===== config.mk =====
export PLATFORM = sky130hd
export DESIGN_NAME = if_fetch_queue
export DESIGN_NICKNAME = d
export VERILOG_FILES = /design/src/rtl/if_fetch_queue.sv
export SDC_FILE = /design/constraint.sdc
export NUM_CORES = 1
export LEC_CHECK = 0
export CAP_MARGIN = 20
export CORE_ASPECT_RATIO = 2
export CORE_MARGIN = 3
export CORE_UTILIZATION = 56
export CTS_BUF_LIST = sky130_fd_sc_hd__clkbuf_4
export CTS_CLUSTER_DIAMETER = 60
export DETAILED_ROUTE_END_ITERATION = 8
export PLACE_DENSITY = 0.94
export SYNTH_ARGS = -nofsm -noshare
export SYNTH_HDL_FRONTEND = slang
export SYNTH_SLANG_ARGS = --single-unit

===== constraint.sdc =====
create_clock -name clk -period 6.5 [get_ports clk]
set_clock_uncertainty 0.05 [all_clocks]
set_input_delay 1.95 -clock clk [delete_from_list [all_inputs] [get_ports clk]]
set_output_delay 1.95 -clock clk [all_outputs]
set_load 0.01 [all_outputs]

===== src/rtl/if_fetch_queue.sv =====
// if_fetch_queue: instruction-fetch stage with a DEPTH-entry fetch queue.
//   Generates fetch PCs, drives the instruction SRAM (1-cycle read latency),
//   buffers returned instructions and hands them to ID over valid/ready.
//   Handles flush redirects, branch redirects that keep the MIPS delay slot
//   (including a delay slot that has not been fetched yet) and AdEL tagging
//   of misaligned fetch PCs.
// Ports:
//   clk, rst_n                   clock, asynchronous active-low reset
//   flush_i / flush_pc_i         pipeline flush and its redirect target
//   branch_en_i / branch_pc_i    taken branch resolved in ID and its target
//   inst_sram_*                  instruction SRAM request/response
//   dq_ready_i                   ID accepts the head entry
//   dq_valid_o, dq_pc_o, dq_inst_o, dq_inslot_o, dq_excs_o, dq_has_exc_o
//                                head entry of the fetch queue
module if_fetch_queue #(
  parameter int unsigned DEPTH    = 4,
  parameter logic [31:0] RESET_PC = 32'hbfc00000,
  parameter int unsigned EXC_W    = 8,
  parameter int unsigned ADEL_BIT = 1
) (
  input  logic             clk,
  input  logic             rst_n,
  input  logic             flush_i,
  input  logic [31:0]      flush_pc_i,
  input  logic             branch_en_i,
  input  logic [31:0]      branch_pc_i,
  output logic             inst_sram_en,
  output logic [31:0]      inst_sram_addr,
  output logic [3:0]       inst_sram_wen,
  output logic [31:0]      inst_sram_wdata,
  input  logic [31:0]      inst_sram_rdata,
  input  logic             dq_ready_i,
  output logic             dq_valid_o,
  output logic [31:0]      dq_pc_o,
  output logic [31:0]      dq_inst_o,
  output logic             dq_inslot_o,
  output logic [EXC_W-1:0] dq_excs_o,
  output logic             dq_has_exc_o
);

  localparam int unsigned    PW        = $clog2(DEPTH);
  localparam int unsigned    CW        = PW + 1;
  localparam logic [CW:0]    DEPTH_C   = (CW+1)'(DEPTH);
  localparam logic [EXC_W-1:0] ADEL_MASK = {{(EXC_W-1){1'b0}}, 1'b1} << ADEL_BIT;

  // Fetch PC, pending redirect and halt state
  logic [31:0]      r_fpc;
  logic             r_pend_redir;
  logic [31:0]      r_pend_pc;
  logic             r_halted;
  // In-flight request: its response is on inst_sram_rdata while r_if_valid=1
  logic             r_if_valid;
  logic [31:0]      r_if_pc;
  logic             r_if_discard;
  logic             r_if_ds;
  // Queue storage and bookkeeping
  logic [31:0]      r_q_pc     [DEPTH];
  logic [31:0]      r_q_inst   [DEPTH];
  logic             r_q_inslot [DEPTH];
  logic [EXC_W-1:0] r_q_excs   [DEPTH];
  logic [PW-1:0]    r_rd_ptr;
  logic [PW-1:0]    r_wr_ptr;
  logic [CW-1:0]    r_count;

  logic             w_head_v;
  logic [CW:0]      w_occ;
  logic             w_can;
  logic             w_issue;
  logic             w_if_live;
  logic             w_br;
  logic             w_br_head;
  logic             w_br_resp;
  logic             w_br_pend;
  logic             w_pend_eff;
  logic [31:0]      w_pend_pc_eff;
  logic             w_resp_push;
  logic             w_adel;
  logic             w_push;
  logic             w_pop;
  logic [31:0]      w_push_pc;
  logic [31:0]      w_push_inst;
  logic             w_push_inslot;
  logic [EXC_W-1:0] w_push_excs;

  assign w_head_v  = (r_count != {CW{1'b0}});
  // Credit: every outstanding request already owns a queue slot
  assign w_occ     = {1'b0, r_count} + {{CW{1'b0}}, r_if_valid};
  assign w_can     = !flush_i && !r_halted && (w_occ < DEPTH_C);
  assign w_issue   = w_can && (r_fpc[1:0] == 2'b00);
  assign w_if_live = r_if_valid && !r_if_discard;
  assign w_pop     = w_head_v && dq_ready_i;

  // Branch classification: which instruction is the delay slot
  assign w_br      = branch_en_i && !flush_i;
  assign w_br_head = w_br && w_head_v;
  assign w_br_resp = w_br && !w_head_v && w_if_live;
  assign w_br_pend = w_br && !w_head_v && !w_if_live;

  // A branch with nothing fetched makes the next fetch the delay slot
  assign w_pend_eff    = r_pend_redir || w_br_pend;
  assign w_pend_pc_eff = w_br_pend ? branch_pc_i : r_pend_pc;

  assign w_resp_push = w_if_live && !flush_i && !w_br_head;
  // The AdEL entry waits for a live response so queue order follows fetch order
  assign w_adel      = w_can && (r_fpc[1:0] != 2'b00) && !w_if_live && !w_br_head;
  assign w_push      = w_resp_push || w_adel;

  assign w_push_pc     = w_adel ? r_fpc : r_if_pc;
  assign w_push_inst   = w_adel ? 32'h0 : inst_sram_rdata;
  assign w_push_inslot = w_adel ? w_pend_eff : (r_if_ds || w_br_resp);
  assign w_push_excs   = w_adel ? ADEL_MASK : {EXC_W{1'b0}};

  assign inst_sram_en    = rst_n && w_issue;
  assign inst_sram_addr  = r_fpc;
  assign inst_sram_wen   = 4'h0;
  assign inst_sram_wdata = 32'h0;

  assign dq_valid_o   = w_head_v;
  assign dq_pc_o      = w_head_v ? r_q_pc[r_rd_ptr]   : 32'h0;
  assign dq_inst_o    = w_head_v ? r_q_inst[r_rd_ptr] : 32'h0;
  assign dq_inslot_o  = w_head_v && (r_q_inslot[r_rd_ptr] || w_br);
  assign dq_excs_o    = w_head_v ? r_q_excs[r_rd_ptr] : {EXC_W{1'b0}};
  assign dq_has_exc_o = |dq_excs_o;

  // Fetch PC, redirect, halt and in-flight tracking
  always_ff @(posedge clk or negedge rst_n) begin
    if (!rst_n) begin
      r_fpc        <= RESET_PC;
      r_pend_redir <= 1'b0;
      r_pend_pc    <= 32'h0;
      r_halted     <= 1'b0;
      r_if_valid   <= 1'b0;
      r_if_pc      <= 32'h0;
      r_if_discard <= 1'b0;
      r_if_ds      <= 1'b0;
    end else begin
      r_if_valid   <= w_issue;
      r_if_pc      <= r_fpc;
      // A request issued while redirecting away is wrong-path
      r_if_discard <= w_br_head || w_br_resp;
      r_if_ds      <= w_pend_eff;
      if (flush_i) begin
        r_fpc        <= flush_pc_i;
        r_pend_redir <= 1'b0;
        r_halted     <= 1'b0;
      end else if (w_br_head || w_br_resp) begin
        r_fpc        <= branch_pc_i;
        r_pend_redir <= 1'b0;
      end else if (w_issue) begin
        r_fpc        <= w_pend_eff ? w_pend_pc_eff : r_fpc + 32'd4;
        r_pend_redir <= 1'b0;
      end else if (w_br_pend) begin
        r_pend_redir <= 1'b1;
        r_pend_pc    <= branch_pc_i;
      end else begin
        r_fpc <= r_fpc;
      end
      if (!flush_i && w_adel) begin
        r_halted <= 1'b1;
      end
    end
  end

  // Queue pointers and occupancy
  always_ff @(posedge clk or negedge rst_n) begin
    if (!rst_n) begin
      r_rd_ptr <= {PW{1'b0}};
      r_wr_ptr <= {PW{1'b0}};
      r_count  <= {CW{1'b0}};
    end else if (flush_i) begin
      r_rd_ptr <= {PW{1'b0}};
      r_wr_ptr <= {PW{1'b0}};
      r_count  <= {CW{1'b0}};
    end else if (w_br_head) begin
      // Keep only the head (delay slot) unless ID takes it this cycle
      r_wr_ptr <= r_rd_ptr + PW'(1);
      r_rd_ptr <= w_pop ? r_rd_ptr + PW'(1) : r_rd_ptr;
      r_count  <= w_pop ? {CW{1'b0}} : CW'(1);
    end else begin
      if (w_push) begin
        r_wr_ptr <= r_wr_ptr + PW'(1);
      end
      if (w_pop) begin
        r_rd_ptr <= r_rd_ptr + PW'(1);
      end
      case ({w_push, w_pop})
        2'b10:   r_count <= r_count + CW'(1);
        2'b01:   r_count <= r_count - CW'(1);
        default: r_count <= r_count;
      endcase
    end
  end

  // Queue storage writes and delay-slot marking of a retained head
  always_ff @(posedge clk) begin
    if (w_push) begin
      r_q_pc[r_wr_ptr]     <= w_push_pc;
      r_q_inst[r_wr_ptr]   <= w_push_inst;
      r_q_inslot[r_wr_ptr] <= w_push_inslot;
      r_q_excs[r_wr_ptr]   <= w_push_excs;
    end
    if (w_br_head && !w_pop) begin
      r_q_inslot[r_rd_ptr] <= 1'b1;
    end
  end

endmodule


==> results.yml, run 1 <==
floorplanning:
  die_area_um2: 31600
  pin_count: 245
  core_um2: 29000
  dieHeight_um: 249
  rows: 88
  die_w_um: 127
  start_util_pct: 56.9
routing:
  routed_wl_um: 36400
  vias_per_cell: 5.88
  wl_per_cell_um: 20.6
  ant_nets: 0
  drt-initial-drc-count: 635
  post-route-drc-count: 0
  dr.pass1.iters: 5
  vias: 10400
cts:
  cts_tree: "done"
  clk_latency_ps: 750
  clkSinkCount: 372
  root_buffer: "clkbuf_4"
  numCtsBuffers: 78
  cts_hold_buf: 0
  cts_max_path_buffers: 3
  cts_resized: 0
  clk_pin_slew_worst_paths_ps: 70
  ctsHtreeMaxLevel: 3
  post-cts-setup-buffers: 0
placed_design:
  hpwl_um: 23600
  io_buffers: 201
  pre_cts_slack_ps: 1000
  place_area_um2: 18700
  place_congestion: 0.898
  dp.cells: 1624
layout:
  final_cells: 1765
  nNetsFinal: 1452
  fillers: 1933
  stdcell_area_um2: 19700
  syn_to_final_growth_pct: 19.3
  finish.utilization_pct: 67.9
  drive_above_1_share_pct: 22.2
power_and_ir_drop:
  irDropWorstVdd_mv: 0.245
  p_switching_mw: 2.59
  p_sw_share_pct: 31.7
  total_power_mw: 8.18
  p_per_area_nw_per_um2: 416
  p_int_mw: 5.59
  seqPwrFrac_pct: 45.5
  power.leakage_nw: 6.98
  pwr-share-comb_pct: 33.5
  clkPwrFrac_pct: 21.0
sta:
  rsz0062_at_grt: "false"
  drv_slew: 0
  max_freq_ghz: 0.181
  fin_crit_sh_pct: 84.9
  fin_crit_ps: 5520
  whs_ps: 396
  finalSetupTns_ps: 0
  slew_headroom_pct: 31.0
  fin_ws_ps: 980
  tightest_slew_ps: 1040
  finalHoldViolations: 0
  setup_viol: 0
status:
  status: "finished, final reports clean"
worst_setup_path:
  arrival_ps: 3520
  setup.worst_path.start_class: "input pin"
  setup.worst_path.class: "input pin to output port"
  cp.required_ps: 4500
  critPathCaptureType: "output port"
  cp_max_fo: 7
synthesis:
  ys_warn_count: 0
  syn_area_um2: 16500
  synth_edf_count: 264
  synth-main-ff-cell: "edfxtp_1"
  yosys_register_bits: 372
  syn_inst: 1115
  seq_area_frac_synth_pct: 64.6
  synth_cell_types: 68
  ys_async_sr_fraction_pct: 29.0
  synth_area_per_cell_um2: 14.8
global_route:
  grt_pass1_vias: 11200
  grt_use_total_pct: 23.5
  grt-ovfl-total: 0
  grt_max_degree: 74
  grt_pass1_wl_um: 58200
  antenna_found_initial: 2
hold_path:
  hold_class: "flip-flop to flip-flop"
flow_run:
  timing.max_cap.violations: 0
==> worst max-delay path, cell delays in order <==
cell and delay, ps:
buf_2 120, nor3_1 300, nand3_1 260, inv_1 160, and2_1 140, clkdlybuf4s50_1 580
==> synthesized netlist by cell type, drive strengths merged (3+ instances only) <==
library cell  instances  area, um2
and4                  5       45.0
nand2                73        277
buf                  71        465
o41ai                 3       26.3
nand2b               19        119
o32ai                 6       60.1
a21oi                31        159
dfstp                 9        236
and3                  6       37.5
dfrtp                99       2480
nor3                 15       91.3
a31oi                 8       50.1
a32o                 10        100
xnor2                 5       43.8
o31a                  3       26.3
mux4                 66       1490
mux2i                 8       80.1
a211oi                8       60.1
o31ai                 7       52.6
ha                    6       75.1
nand3                17       85.1
edfxtp              264       7930
nor2                 47        176
xor2                  3       26.3
inv                  11       41.3
o211ai                3       22.5
and2                 68        425
nand4                11       68.8
mux2                 64        721
clkbuf               42        158
o21a                  4       30.0
a31o                  6       52.6
o21ai                41        205
nor2b                41        257
==> per-layer routing <==
| metal | track usage [%] | up-vias | part of all wire [%] | routed length, um |
|---|---|---|---|---|
| li1 | - | 4644 | - | - |
| met1 | 26.2 | 5106 | 35 | 12600 |
| met2 | 41.2 | 520 | 55 | 19900 |
| met3 | 4.84 | 105 | 6.3 | 2300 |
| met4 | 13.4 | 0 | 4.6 | 1660 |
| met5 | 0 | - | 0 | 0 |
==> flip-flops by register name (all words and copies together) (netlist names) <==
name,count
r_if_pc,32
r_q_excs,4
r_wr_ptr,2
r_rd_ptr,2
r_q_pc,128
r_q_inslot,4
r_halted,1
r_if_discard,1
r_pend_pc,32
r_if_valid,1
r_q_inst,128
inst_sram_addr,32
r_pend_redir,1
r_if_ds,1
r_count,3
==> path summary, 6_finish.rpt <==
| kind | slack (ps) | cells past startpoint | to | startpoint |
|---|---|---|---|---|
| setup reg to reg | 3430 | 7 | r_pend_pc[21]$_DFFE_PN0P_ | r_count[1]$_DFFE_PN0P_ |
| min in group asynchronous | 1320 | 2 | inst_sram_addr[20]$_DFFE_PN0P_ | rst_n |
| max in group asynchronous | 3710 | 3 | r_rd_ptr[0]$_DFFE_PN0P_ | rst_n |
| hold / removal | 400 | 0 | r_if_pc[31]$_DFF_PN0_ | inst_sram_addr[31]$_DFFE_PN1P_ |
| setup / recovery | 980 | 6 | inst_sram_en | flush_i |
| hold reg to reg | 400 | 0 | r_if_pc[31]$_DFF_PN0_ | inst_sram_addr[31]$_DFFE_PN1P_ |
==> power groups by stage <==
stage                     registers [mW]  clock network, mW  logic (mW)
after floorplan                     3.60                  0        1.70
after global placement              3.72                  0        2.66
after detailed placement            3.77                  0        2.76
after CTS                           3.72               1.77        2.77
after global routing                3.79               1.89        2.95
final                               3.72               1.71        2.74
==> kinds of logic (layout without fill, tap and decap cells) <==
family                     after synthesis  after routing  share of synthesized area [%]
DFF                                    372            372                           64.6
xor gates and xnor gates                 8              8                          0.425
adders and majority gates                7              7                          0.577
and+or+nand+nor                        310            310                           10.0
AOI/OAI and AO/OA                      154            154                           6.44
other                                    1             45                         0.0228
muxes                                  138            138                           13.9
buffers and inverters                  125            371                           4.06
==> cell usage in the layout (no fill, tap or decap), types with 13 or more instances in the layout <==
cell             instances
mux2_2                  64
and2_1                  68
mux4_2                  66
edfxtp_1               264
dfrtp_1                 97
nor2b_1                 37
nand3_1                 17
clkdlybuf4s50_1        198
nor3_1                  13
nor2_1                  46
clkinv_1                13
conb_1                  43
o21ai_0                 40
nand2b_1                19
nand2_1                 72
buf_4                   20
a21oi_1                 30
clkbuf_4               118
==> final cells by class <==
cell class | instances | area [um2] | share of cell area, %
inverters | 12 | 45.0 | 0.229
clock inverters | 21 | 111 | 0.567
multi-input cells | 660 | 5370 | 27.3
clock buffers | 118 | 886 | 4.51
well taps | 360 | 450 | 2.29
diodes | 2 | 5.00 | 0.0255
flip-flops and latches | 372 | 10600 | 54.2
repair buffers | 220 | 2140 | 10.9
No activity file was read; power rests on OpenSTA's default activity.
==> run 2: changes to the inputs <==
==> constraint.sdc (replaced) <==
create_clock -name clk -period 5.1 [get_ports clk]
set_clock_uncertainty 0.05 [all_clocks]
set_input_delay 1.53 -clock clk [delete_from_list [all_inputs] [get_ports clk]]
set_output_delay 1.53 -clock clk [all_outputs]
set_load 0.01 [all_outputs]
==> run 2 against run 1 <==
  * First-iteration DRC count increased by 13%
  * Flip-flop and latch count did not move
  * Cell area up 0.22%
  * Global-route usage grew 0.75 points
  * Sequential power up 27%
==> results.yml, run 2 (synthesized netlist as in run 1, its figures left out) <==
status:
  status: "finished, final reports clean"
layout:
  layout_common_cells: "edfxtp_1 (264), clkdlybuf4s50_1 (198), clkbuf_4 (113), dfrtp_1 (97), nand2_1 (72)"
  final_common_cell: "edfxtp_1"
  syn_to_final_growth_pct: 19.6
  stdcell_area_um2: 19700
  finish.utilization_pct: 68.0
  nNetsFinal: 1457
  drive_above_1_share_pct: 22.3
  top_regs: "r_q_inst x128, r_q_pc x128"
placed_design:
  place_congestion: 0.874
  io_buffers: 201
  hpwl_um: 25000
  place_area_um2: 18700
  pre_cts_slack_ps: 482
flow_run:
  timing.max_cap.violations: 0
cts:
  post-cts-setup-buffers: 0
  cts_max_path_buffers: 3
  root_buffer: "clkbuf_4"
  clk_latency_ps: 740
  numCtsBuffers: 77
  ctsHtreeMaxLevel: 3
  cts_tree: "done"
  clkSinkCount: 372
  cts_hold_buf: 0
  clk_pin_slew_worst_paths_ps: 70
  cts_resized: 0
floorplanning:
  die_w_um: 127
  die_area_um2: 31600
  start_util_pct: 56.9
  dieHeight_um: 249
  rows: 88
  core_um2: 29000
  pin_count: 245
worst_setup_path:
  cp.required_ps: 3520
  arrival_ps: 3080
  cp_max_fo: 21
  setup.worst_path.class: "flip-flop to output port"
  critPathCaptureType: "output port"
  setup.worst_path.start_class: "flip-flop"
sta:
  finalHoldViolations: 0
  setup_viol: 0
  whs_ps: 396
  fin_crit_ps: 4660
  drv_slew: 0
  fin_ws_ps: 439
  max_freq_ghz: 0.215
  rsz0062_at_grt: "false"
  slew_headroom_pct: 29.6
  fin_crit_sh_pct: 91.4
  tightest_slew_ps: 1050
power_and_ir_drop:
  pwr-share-comb_pct: 34.5
  power.leakage_nw: 7.01
  clkPwrFrac_pct: 20.5
  p_switching_mw: 3.35
  p_int_mw: 7.12
  p_per_area_nw_per_um2: 532
  seqPwrFrac_pct: 45.0
  irDropWorstVdd_mv: 0.318
  total_power_mw: 10.5
  p_sw_share_pct: 32.0
routing:
  vias: 10400
  drt-initial-drc-count: 720
  vias_per_cell: 5.90
  ant_nets: 0
  wl_per_cell_um: 21.3
  routed_wl_um: 37600
  dr.pass1.iters: 5
  post-route-drc-count: 0
global_route:
  grt_pass1_vias: 11100
  grt_use_total_pct: 24.3
  grt_pass1_wl_um: 59900
  grt_max_degree: 74
  grt-ovfl-total: 0
  antenna_found_initial: 1
hold_path:
  hold_class: "flip-flop to flip-flop"
## run 2: through the flow
| stage | setup TNS (ps) | instances |
|---|---|---|
| 2_1_floorplan | -267720 | 1157 |
| 3_3_place_gp | 0 | 1629 |
| 3_5_place_dp | 0 | 1629 |
| 4_1_cts | 0 | 1767 |
| 5_1_grt | 0 | 1769 |
| 6_report | 0 | 1769 |
## run 2: area by class of cell
class | count | area, um2
flip-flops and latches | 372 | 10600
fillers | 1888 | 9260
multi-input cells | 660 | 5370
repair buffers | 226 | 2210
clock buffers | 113 | 848
well taps | 360 | 450
clock inverters | 25 | 124
inverters | 12 | 45.0
diodes | 1 | 2.50
## run 2: power by group through the flow
stage	Sequential, mW	Clock [mW]	Combinational (mW)
after global placement	4.69	0	3.46
after CTS	4.70	2.22	3.62
after floorplan	4.59	0	2.17
after global routing	4.79	2.37	3.88
final	4.71	2.15	3.61
after detailed placement	4.76	0	3.60
## run 2: worst paths after layout
check | cells past startpoint | endpoint | slack [ps] | startpoint
max | 4 | dq_has_exc_o | 440 | r_rd_ptr[0]$_DFFE_PN0P_
min | 0 | r_if_pc[1]$_DFF_PN0_ | 400 | inst_sram_addr[1]$_DFFE_PN0P_
max reg2reg | 7 | r_q_pc[1][8]$_DFFE_PP_ | 2210 | r_count[1]$_DFFE_PN0P_
min reg2reg | 0 | r_if_pc[1]$_DFF_PN0_ | 400 | inst_sram_addr[1]$_DFFE_PN0P_
max in group asynchronous | 3 | r_pend_pc[26]$_DFFE_PN0P_ | 2790 | rst_n
min in group asynchronous | 2 | r_if_pc[18]$_DFF_PN0_ | 980 | rst_n
## run 2: critical path: stages, from the launching register on
cell             delay (ps)
dfrtp_4                 630
buf_4                   460
mux4_2                  550
and2_1                  200
clkdlybuf4s50_1         510
## run 2: routing by layer
| metal | GRT usage, % | up-vias | wire [um] |
|---|---|---|---|
| met5 | 0 | - | 0 |
| met4 | 14.2 | 0 | 2230 |
| met3 | 4.88 | 140 | 2250 |
| met2 | 42.1 | 511 | 20300 |
| met1 | 27.4 | 5136 | 12800 |
| li1 | - | 4653 | - |
